<file path="src/rtl/out_port_fifo_if.sv">
// ---------------------------------------------------------------------------
// out_port_fifo_if
// Bundle between the core OUT path, the output-port FIFO and its consumer.
//   i_out_write / i_out_data : core write strobe and value (one per OUT)
//   o_stall                  : hint to core hazard logic to hold OUT issue
//   o_port                   : legacy mirror of the last accepted value
//   o_valid / o_data / i_ready : FIFO head toward the consumer
//   o_count                  : occupancy 0..DEPTH
//   o_overflow / i_clr_ovf   : sticky dropped-write flag and its clear
// Modport master is the environment (core + consumer); slave is the FIFO.
// ---------------------------------------------------------------------------
interface out_port_fifo_if #(
    parameter int DATA_W = 16,
    parameter int DEPTH  = 8
);
    localparam int AW = $clog2(DEPTH);

    logic              i_out_write;
    logic [DATA_W-1:0] i_out_data;
    logic              o_stall;
    logic [DATA_W-1:0] o_port;
    logic              o_valid;
    logic [DATA_W-1:0] o_data;
    logic              i_ready;
    logic [AW:0]       o_count;
    logic              o_overflow;
    logic              i_clr_ovf;

    modport master (
        output i_out_write, i_out_data, i_ready, i_clr_ovf,
        input  o_stall, o_port, o_valid, o_data, o_count, o_overflow
    );

    modport slave (
        input  i_out_write, i_out_data, i_ready, i_clr_ovf,
        output o_stall, o_port, o_valid, o_data, o_count, o_overflow
    );
endinterface

</file>
<file path="src/rtl/out_port_fifo.sv">
// ---------------------------------------------------------------------------
// out_port_fifo
// Output-port buffer behind the core OUT path. Each accepted OUT value is
// queued in a DEPTH-entry first-word-fall-through FIFO and mirrored on
// o_port. A consumer drains the head via valid/ready. o_stall warns the core
// one entry early so a write already in flight still fits.
// Ports:
//   clk : rising-edge clock
//   rst : synchronous active-high reset (clears pointers, count, mirror, flag)
//   bus : out_port_fifo_if.slave (write path, consumer handshake, status)
// ---------------------------------------------------------------------------
module out_port_fifo #(
    parameter int DATA_W = 16,
    parameter int DEPTH  = 8
) (
    input logic              clk,
    input logic              rst,
    out_port_fifo_if.slave   bus
);
    localparam int          AW        = $clog2(DEPTH);
    localparam logic [AW:0] DEPTH_CNT = (AW+1)'(DEPTH);
    localparam logic [AW:0] STALL_CNT = (AW+1)'(DEPTH - 1);

    logic [DATA_W-1:0] mem_r [DEPTH];
    logic [AW-1:0]     wrPtr_r;
    logic [AW-1:0]     rdPtr_r;
    logic [AW:0]       count_r;
    logic [DATA_W-1:0] port_r;
    logic              overflow_r;

    logic              notEmpty_s;
    logic              pop_s;
    logic              push_s;
    logic              drop_s;

    // Handshake decode: a full FIFO still accepts a write when the head leaves.
    always_comb begin
        notEmpty_s = (count_r != {(AW+1){1'b0}});
        pop_s      = notEmpty_s & bus.i_ready;
        push_s     = bus.i_out_write & ((count_r < DEPTH_CNT) | pop_s);
        drop_s     = bus.i_out_write & ~push_s;
    end

    // Storage write; contents need no reset because count gates visibility.
    always_ff @(posedge clk) begin
        if (push_s && !rst) begin
            mem_r[wrPtr_r] <= bus.i_out_data;
        end
    end

    // Pointers, occupancy, port mirror and sticky overflow flag.
    always_ff @(posedge clk) begin
        if (rst) begin
            wrPtr_r    <= {AW{1'b0}};
            rdPtr_r    <= {AW{1'b0}};
            count_r    <= {(AW+1){1'b0}};
            port_r     <= {DATA_W{1'b0}};
            overflow_r <= 1'b0;
        end else begin
            if (push_s) begin
                // Natural AW-bit overflow provides the modulo-DEPTH wrap.
                wrPtr_r <= wrPtr_r + {{(AW-1){1'b0}}, 1'b1};
                port_r  <= bus.i_out_data;
            end else begin
                wrPtr_r <= wrPtr_r;
                port_r  <= port_r;
            end

            if (pop_s) begin
                rdPtr_r <= rdPtr_r + {{(AW-1){1'b0}}, 1'b1};
            end else begin
                rdPtr_r <= rdPtr_r;
            end

            case ({push_s, pop_s})
                2'b10:   count_r <= count_r + {{AW{1'b0}}, 1'b1};
                2'b01:   count_r <= count_r - {{AW{1'b0}}, 1'b1};
                default: count_r <= count_r;
            endcase

            // A drop in the same cycle as a clear must leave the flag set.
            if (drop_s) begin
                overflow_r <= 1'b1;
            end else if (bus.i_clr_ovf) begin
                overflow_r <= 1'b0;
            end else begin
                overflow_r <= overflow_r;
            end
        end
    end

    // Status and head outputs are pure functions of registered state, so
    // o_stall has no path from i_out_write.
    always_comb begin
        bus.o_valid    = notEmpty_s;
        bus.o_data     = mem_r[rdPtr_r];
        bus.o_count    = count_r;
        bus.o_stall    = (count_r >= STALL_CNT);
        bus.o_port     = port_r;
        bus.o_overflow = overflow_r;
    end
endmodule

</file>
<file path="src/flat_wrapper.sv">
// flat-port wrapper written by rule: the top's interface ports become plain ports
module out_port_fifo_flat 
#(
    parameter int DATA_W = 16,
    parameter int DEPTH  = 8
)
  (clk, rst, bus_i_out_write, bus_i_out_data, bus_i_ready, bus_i_clr_ovf, bus_o_stall, bus_o_port, bus_o_valid, bus_o_data, bus_o_count, bus_o_overflow);
  out_port_fifo_if #(.DATA_W(DATA_W), .DEPTH(DEPTH)) bus_i ();
  input logic clk;
  input logic rst;
  input wire logic [$bits(bus_i.i_out_write)-1:0] bus_i_out_write;
  input wire logic [$bits(bus_i.i_out_data)-1:0] bus_i_out_data;
  input wire logic [$bits(bus_i.i_ready)-1:0] bus_i_ready;
  input wire logic [$bits(bus_i.i_clr_ovf)-1:0] bus_i_clr_ovf;
  output wire logic [$bits(bus_i.o_stall)-1:0] bus_o_stall;
  output wire logic [$bits(bus_i.o_port)-1:0] bus_o_port;
  output wire logic [$bits(bus_i.o_valid)-1:0] bus_o_valid;
  output wire logic [$bits(bus_i.o_data)-1:0] bus_o_data;
  output wire logic [$bits(bus_i.o_count)-1:0] bus_o_count;
  output wire logic [$bits(bus_i.o_overflow)-1:0] bus_o_overflow;
  assign bus_i.i_out_write = bus_i_out_write;
  assign bus_i.i_out_data = bus_i_out_data;
  assign bus_i.i_ready = bus_i_ready;
  assign bus_i.i_clr_ovf = bus_i_clr_ovf;
  assign bus_o_stall = bus_i.o_stall;
  assign bus_o_port = bus_i.o_port;
  assign bus_o_valid = bus_i.o_valid;
  assign bus_o_data = bus_i.o_data;
  assign bus_o_count = bus_i.o_count;
  assign bus_o_overflow = bus_i.o_overflow;
  out_port_fifo #(.DATA_W(DATA_W), .DEPTH(DEPTH)) u_core (.clk(clk), .rst(rst), .bus(bus_i));
endmodule
</file>
<file path="config.mk">
export PLATFORM = sky130hd
export DESIGN_NAME = out_port_fifo_flat
export DESIGN_NICKNAME = d
export VERILOG_FILES = /design/src/rtl/out_port_fifo_if.sv /design/src/rtl/out_port_fifo.sv /design/src/flat_wrapper.sv
export SDC_FILE = /design/constraint.sdc
export NUM_CORES = 1
export LEC_CHECK = 0
export ABC_AREA = 1
export BUFFER_PORTS_ARGS = -buffer_cell sky130_fd_sc_hd__buf_2
export CAP_MARGIN = 30
export CORE_MARGIN = 4
export CORE_UTILIZATION = 55
export DETAILED_ROUTE_END_ITERATION = 8
export PLACE_DENSITY_LB_ADDON = 0.05
export SETUP_SLACK_MARGIN = 0.02
export SKIP_LAST_GASP = 1
export SLEW_MARGIN = 20
export SYNTH_ARGS = -nofsm -noshare
export SYNTH_HDL_FRONTEND = slang
export SYNTH_SLANG_ARGS = --single-unit
</file>
<file path="constraint.sdc">
create_clock -name clk -period 5.9 [get_ports clk]
set_input_delay 0.295 -clock clk [delete_from_list [all_inputs] [get_ports clk]]
set_output_delay 0.295 -clock clk [all_outputs]
set_load 0.005 [all_outputs]
</file>
==> impl_metrics.csv, run 1 <==
group,metric,value,unit
timing,slew_violations,0,
detailed_routing,wl_per_cell,17.3,µm
floorplanning,rows,38,
detailed_routing,vias,4091,
detailed_routing,drtAntennaViolNets,0,
critical_path,cp-end-kind,"primary output",
timing,worst_pin_slew,0.754,ns
global_route,grt_max_degree,66,
critical_path,r2r_setup_slack,3.31,ns
critical_path,timing.rr.end,"u_core.mem_r[3][10]",
logic_synthesis,synthesis.area,6280,µm²
job,cap_violations,0,
timing,worst_slew_margin_rel,49.7,%
critical_path,timing.critical_path.from_type,"flop",
logic_synthesis,synth-seq-cells,158,
worst_hold_path,worstHoldStart,"rst",
clock_tree,cts-resized-gates,0,
pwr,irDropWorstVdd,0.235,mV
clock_tree,cts_buffer_depth,2,
critical_path,cp.required,5.61,ns
timing,hold_viol_final,0,
logic_synthesis,netlist_instances,533,
global_route,grt_pass1_vias,3957,
timing,fin_crit_sh,51.8,%
timing,fmax,0.327,GHz
clock_tree,numCtsBuffers,17,
critical_path,worstReg2RegStart,"u_core.bus.o_count[3]",
outcome,status,"finished clean",
logic_synthesis,avgSynthCellArea,11.8,µm²
clock_tree,cts.sinks,158,
pwr,p_leak,2.75,nW
clock_tree,hold_buffers,0,
final_layout,final_common_cell,"edfxtp_1",
final_layout,most-common-layout-cells,"edfxtp_1 (128), nor2_1 (110), o21ai_0 (76), nand2_1 (63), buf_2 (59)",
detailed_routing,drt-vias-per-instance,5.45,
clock_tree,cts_root_buf,"clkbuf_16",
timing,fin_crit,3.06,ns
clock_tree,cts_tree,"done",
final_layout,final_util,66.3,%
placed_design,port_buffers,59,
final_layout,nFillCells,843,
floorplanning,pin_count,60,
clock_tree,cts_setup_buffers,0,
timing,setup_viol,0,
worst_hold_path,hold_class,"in -> reg",
final_layout,fin_cells,750,
placed_design,gp_congestion,0.808,
floorplanning,die_h,115,µm
timing,setup_tns,0,ns
worst_hold_path,holdPathEnd,"u_core.wrPtr_r[2]",
logic_synthesis,synth_seq_area_share,70.8,%
pwr,power.density,418,nW/µm²
timing,skew,0.00646,ns
critical_path,cp_max_fo,65,
placed_design,hpwl,7.88,mm
detailed_routing,drcViolationCount,0,
floorplanning,dieArea,13200,µm²
detailed_routing,first_iter_violations,283,
placed_design,place_inst,713,
critical_path,rr_worst_depth,7,
timing,rsz0062_at_grt,"no",
clock_tree,h-tree-depth,4,
global_route,grtUsageTotal,21.1,%
logic_synthesis,yosysUniqueCellTypes,26,
critical_path,cp.arrival,2.76,ns
logic_synthesis,yosysWarnings,0,
global_route,antenna_found_initial,1,
final_layout,synthToLayoutAreaGrowth,16.0,%
detailed_routing,routed_wl,13.0,mm
critical_path,worstSetupPathType,"reg -> out",
detailed_routing,first_pass_iters,7,
floorplanning,start_util,57.1,%
logic_synthesis,syn_nets,559,
global_route,globalRouteOverflowTotal,0,
final_layout,nNetsFinal,622,
final_layout,drive_gt1_share,18.2,%
worst_hold_path,worstHoldPathCells,2,
floorplanning,die_w,115,µm
clock_tree,clkTransAtPathRegs,0.06,ns
floorplanning,core_area,11000,µm²
global_route,grt_pass1_wl,20.7,mm
clock_tree,clkLatencyLatePin,0.41,ns
-- where the power goes --
part | switching (mW) | internal (mW)
registers | 0.0475 | 1.28
logic | 0.455 | 0.276
clock network | 0.395 | 0.594
total | 0.898 | 2.15
-- cells by family (layout without fill, tap and decap cells) --
group,Yosys count,in the layout,synth area share [%]
buffers and inverters,45,121,3.31
other,0,1,0
multiplexers,16,16,2.55
AO/OA/AOI/OAI,115,115,9.75
AND/OR/NAND/NOR,191,191,12.2
adder cells (fa/ha/maj),5,5,0.997
XOR/XNOR,3,3,0.419
flip-flops,158,158,70.8
-- layer usage --
metal	vias to the layer above	track usage (%)	part of all wire, %	wire length (µm)
li1	1998	-	-	-
met1	1946	29.0	44	5740
met2	127	32.8	48	6260
met3	20	5.05	5.6	731
met4	0	8.22	1.9	243
met5	-	0	0	0
-- worst max-delay path by stage --
stage,start,endpoint,depth (start not counted)
after floorplan,u_core.bus.o_count[3],u_core.mem_r[1][0],7
after global placement,flop,bus_o_data[12],8
after detailed placement,flop,bus_o_data[13],8
after CTS,flop,bus_o_data[13],8
after global routing,flop,bus_o_data[8],8
final,flop,bus_o_data[12],8
-- synth_stat cells --
cell type / number / area share [%]
nand3_2: 1 / 0.16
dfxtp_1: 30 / 9.6
buf_2: 7 / 0.56
nor2_2: 5 / 0.50
inv_1: 17 / 1.0
buf_1: 3 / 0.18
mux2i_1: 16 / 2.6
o21ai_0: 76 / 6.1
a21boi_4: 1 / 0.30
nand3_1: 8 / 0.64
a21oi_1: 10 / 0.80
nor2_1: 110 / 6.6
nand2_1: 63 / 3.8
xnor2_1: 2 / 0.28
or2_4: 1 / 0.14
o22ai_1: 16 / 1.6
nand2_4: 1 / 0.18
edfxtp_1: 128 / 61
o21ai_1: 11 / 0.88
clkbuf_1: 13 / 0.78
xor2_1: 1 / 0.14
ha_1: 5 / 1.0
buf_4: 2 / 0.24
o31ai_1: 1 / 0.12
nand2_2: 2 / 0.20
buf_6: 3 / 0.54
-- area by class of cell --
cell class	instances	area, µm²	share of cell area [%]
Sequential cell	158	4450	61.0
Multi-Input combinational cell	330	1620	22.3
Clock buffer	26	510	7.01
Timing Repair Buffer	72	427	5.86
Tap cell	140	175	2.41
Inverter	17	63.8	0.876
Clock inverter	6	33.8	0.464
Antenna cell	1	2.50	0.0344
-- flip-flops by register name (all words and copies together) (netlist names), named ones only --
name,cells
u_core.bus.o_overflow,1
u_core.rdPtr_r,3
u_core.wrPtr_r,3
u_core.bus.o_count,4
u_core.mem_r,128
u_core.bus.o_port,16
-- critical path, cell delays in order (launching register included) --
cell	delay, ns
dfxtp_2	0.31
buf_4	0.57
inv_1	0.46
buf_4	0.38
o21ai_0	0.20
o21ai_0	0.12
nand2_1	0.08
nand2_1	0.05
buf_2	0.13
-- metrics by stage --
step                hold slack, ns  worst slack [ns]  power (mW)  cell area (µm²)
floorplan                    0.364              3.72        1.85             6280
global placement             0.445              3.27        2.05             6660
detailed placement           0.454              3.25        2.08             6680
CTS                         0.0931              2.80        3.06             7220
global route                 0.114              2.55        3.23             7280
finish                       0.116              2.84        3.05             7280
No activity file was read; power rests on OpenSTA's default activity.
==> inputs of run 2 (changes only) <==
- ABC_AREA: 1 -> 0
- clock period: 5.9 -> 3.2 ns (I/O delays scaled with it)
==> run 2 against run 1 <==
Effect of this change:
- power rose by 77%
- clock skew up 0.0023 ns
- via count down 20%
- sequential power increased by 79%
- synthesized cell count down 37%
- die area decreased by 1.8%
- register-to-register slack got worse by 2.6 ns
- utilization is 2.8 points higher
- combinational power is 28% higher
- area after synthesis is 1.9% lower
- worst setup slack got worse by 2.2 ns
- critical endpoint is now bus_o_data[3]
- largest power group unchanged
==> impl_metrics.csv, run 2 <==
group,metric,value,unit
timing,hold_ws,0.150,ns
final_layout,synthToLayoutAreaGrowth,22.3,%
pwr,sw_frac_of_total,23.0,%
timing,slew_violations,0,
logic_synthesis,synthSimpleGateAreaFrac,5.22,%
placed_design,place_inst,537,
logic_synthesis,synth-edff-count,128,
global_route,grt_max_degree,35,
floorplanning,rows,38,
critical_path,r2r_setup_slack,0.69,ns
critical_path,cp-end-kind,"primary output",
pwr,combPwrFrac,17.3,%
detailed_routing,first_iter_violations,202,
clock_tree,cts.sinks,158,
logic_synthesis,synthesis.area,6160,µm²
global_route,grt_pass1_vias,3321,
critical_path,timing.critical_path.from_type,"flop",
detailed_routing,wl_met2,5.82,mm
detailed_routing,first_pass_iters,4,
floorplanning,die_h,114,µm
floorplanning,start_util,56.5,%
logic_synthesis,yosys-top-cells-count,"edfxtp_1 (128), nand2_1 (40), dfxtp_1 (30)",
pwr,p_sw,1.24,mW
logic_synthesis,synth-adder-area-share,1.02,%
global_route,grt_pass1_wl,18.4,mm
placed_design,gp_congestion,0.748,
logic_synthesis,synth_compound_area_share,2.01,%
pwr,p_leak,2.74,nW
critical_path,cp_max_fo,32,
final_layout,most-common-layout-cells,"edfxtp_1 (128), buf_2 (59), nand2_1 (40), dfxtp_1 (30), mux4_1 (28)",
logic_synthesis,syn_nets,362,
detailed_routing,routed_wl,11.6,mm
clock_tree,h-tree-depth,4,
pwr,power.density,716,nW/µm²
timing,fin_crit_sh,79.1,%
clock_tree,cts_setup_buffers,0,
critical_path,cp.required,3.04,ns
floorplanning,dieArea,12900,µm²
timing,hold_viol_final,0,
clock_tree,cts-resized-gates,0,
timing,rsz0062_at_grt,"no",
detailed_routing,drtAntennaViolNets,0,
global_route,globalRouteOverflowTotal,0,
detailed_routing,wl_met3,644,µm
timing,worst_pin_slew,0.649,ns
final_layout,drive_gt1_share,30.0,%
clock_tree,clkTransAtPathRegs,0.06,ns
timing,setup_viol,0,
placed_design,port_buffers,59,
logic_synthesis,synth-seq-cells,158,
detailed_routing,wl_per_cell,19.6,µm
placed_design,place_ws,0.679,ns
timing,setup_tns,0,ns
critical_path,timing.rr.end,"u_core.bus.o_count[2]",
worst_hold_path,worstHoldPathCells,2,
logic_synthesis,synth_top_family_by_area,"multiplexers",
timing,fin_ws,0.670,ns
worst_hold_path,hold_class,"in -> reg",
logic_synthesis,synth.area.top_cells,"edfxtp_1 (62%), mux4_1 (12%), dfxtp_1 (9.8%), mux2_2 (3.3%), nand2_1 (2.4%)",
detailed_routing,vias,3278,
job,cap_violations,0,
detailed_routing,drt-met1-wl,4.98,mm
clock_tree,numCtsBuffers,17,
pwr,p_int,4.15,mW
final_layout,nNetsFinal,463,
clock_tree,cts_tree,"done",
final_layout,design_area,7530,µm²
logic_synthesis,yosysWarnings,0,
critical_path,cp.arrival,2.37,ns
logic_synthesis,synth.most_common_cell,"edfxtp_1",
timing,worst_slew_margin_rel,56.7,%
final_layout,antennaDiodeCount,0,
placed_design,dpl_cell_area,6680,µm²
floorplanning,die_w,114,µm
logic_synthesis,synth_seq_area_share,72.2,%
logic_synthesis,synthMuxAreaShare,17.0,%
timing,fin_crit,2.53,ns
clock_tree,hold_buffers,20,
logic_synthesis,netlist_instances,336,
global_route,antenna_found_initial,0,
global_route,grtUsageTotal,19.6,%
detailed_routing,drt-vias-per-instance,5.56,
timing,skew,0.00878,ns
critical_path,rr_worst_depth,10,
detailed_routing,top_layer_used,"met4",
logic_synthesis,synth_top_area_share,62.4,%
timing,fmax,0.395,GHz
placed_design,hpwl,7.00,mm
logic_synthesis,synth_xor_area_share,0.854,%
pwr,seq_power_share,44.3,%
final_layout,fin_cells,590,
outcome,status,"finished clean",
critical_path,worstSetupPathType,"reg -> out",
worst_hold_path,holdPathEnd,"u_core.wrPtr_r[2]",
logic_synthesis,avgSynthCellArea,18.3,µm²
critical_path,worstReg2RegStart,"u_core.bus.o_count[3]",
logic_synthesis,async_reset_ff_share,0,%
final_layout,largest_reg_flops,128,
worst_hold_path,worstHoldStart,"rst",
pwr,clkPwrFrac,38.4,%
floorplanning,pin_count,60,
logic_synthesis,synth_area_leader_cell,"edfxtp_1",
detailed_routing,drcViolationCount,0,
logic_synthesis,yosys_most_used_dff,"edfxtp_1",
final_layout,regMostFlops,"u_core.mem_r",
final_layout,final_common_cell,"edfxtp_1",
clock_tree,cts_root_buf,"clkbuf_8",
clock_tree,cts_buffer_depth,2,
logic_synthesis,yosysUniqueCellTypes,28,
pwr,irDropWorstVdd,0.492,mV
floorplanning,core_area,10900,µm²
clock_tree,clkLatencyLatePin,0.52,ns
run 2: cell count changes after synthesis, sizes merged, moves of 8 or more:
cell    before  now
inv         17    2
nor2       115   15
a21oi       10   22
mux4         0   32
o21ai       87    1
mux2i       16    2
o22ai       16    0
nand2       66   40
clkbuf      13    5
mux2         0   18
run 2: final cells by class:
class	count	area [µm²]
Sequential cell	158	4440
Inverter	2	7.51
Clock inverter	7	88.8
Multi-Input combinational cell	160	1620
Tap cell	140	175
Fill cell	713	3360
Timing Repair Buffer	98	642
Clock buffer	25	548
run 2: metal layers:
metal  vias up  global-route usage (%)
li1       1532                       -
met1      1631                    26.5
met2       100                    31.2
met3        15                    5.04
met4         0                    7.05
met5         -                       0
run 2: logic make-up after synthesis:
family | Yosys count
buffers and inverters | 18
AO/OA/AOI/OAI | 24
XOR/XNOR | 6
AND/OR/NAND/NOR | 73
flip-flops | 158
adder cells (fa/ha/maj) | 5
multiplexers | 52
run 2: critical path: stages, from the launching register on:
cell and delay, ns:
dfxtp_1 0.30, buf_4 0.46, mux4_1 0.64, mux2_2 0.29, buf_2 0.13
run 2: worst max path at each step:
stage,startpoint,end,slack [ns],cells past startpoint
final,flop,bus_o_data[3],0.67,4
after global routing,u_core.bus.o_count[0],u_core.bus.o_count[2],0.52,10
after CTS,flop,bus_o_data[3],0.62,4
after detailed placement,u_core.bus.o_count[3],u_core.bus.o_count[2],0.68,10
after global placement,u_core.bus.o_count[3],u_core.bus.o_count[3],0.75,7
after floorplan,u_core.bus.o_count[3],u_core.mem_r[0][0],0.31,5
run 2: through the flow:
stage	power (mW)	util (%)
after floorplan	3.08	-
after global placement	3.34	61.3
after detailed placement	3.36	61.3
after CTS	5.44	69.0
after global routing	5.64	69.1
final	5.39	69.1
run 2: power by group through the flow:
stage	clock, mW	combinational, mW	sequential, mW
after global placement	0	0.915	2.42
final	2.07	0.934	2.38
after global routing	2.21	1.04	2.40
after CTS	2.10	0.953	2.38
after floorplan	0	0.661	2.42
after detailed placement	0	0.930	2.43
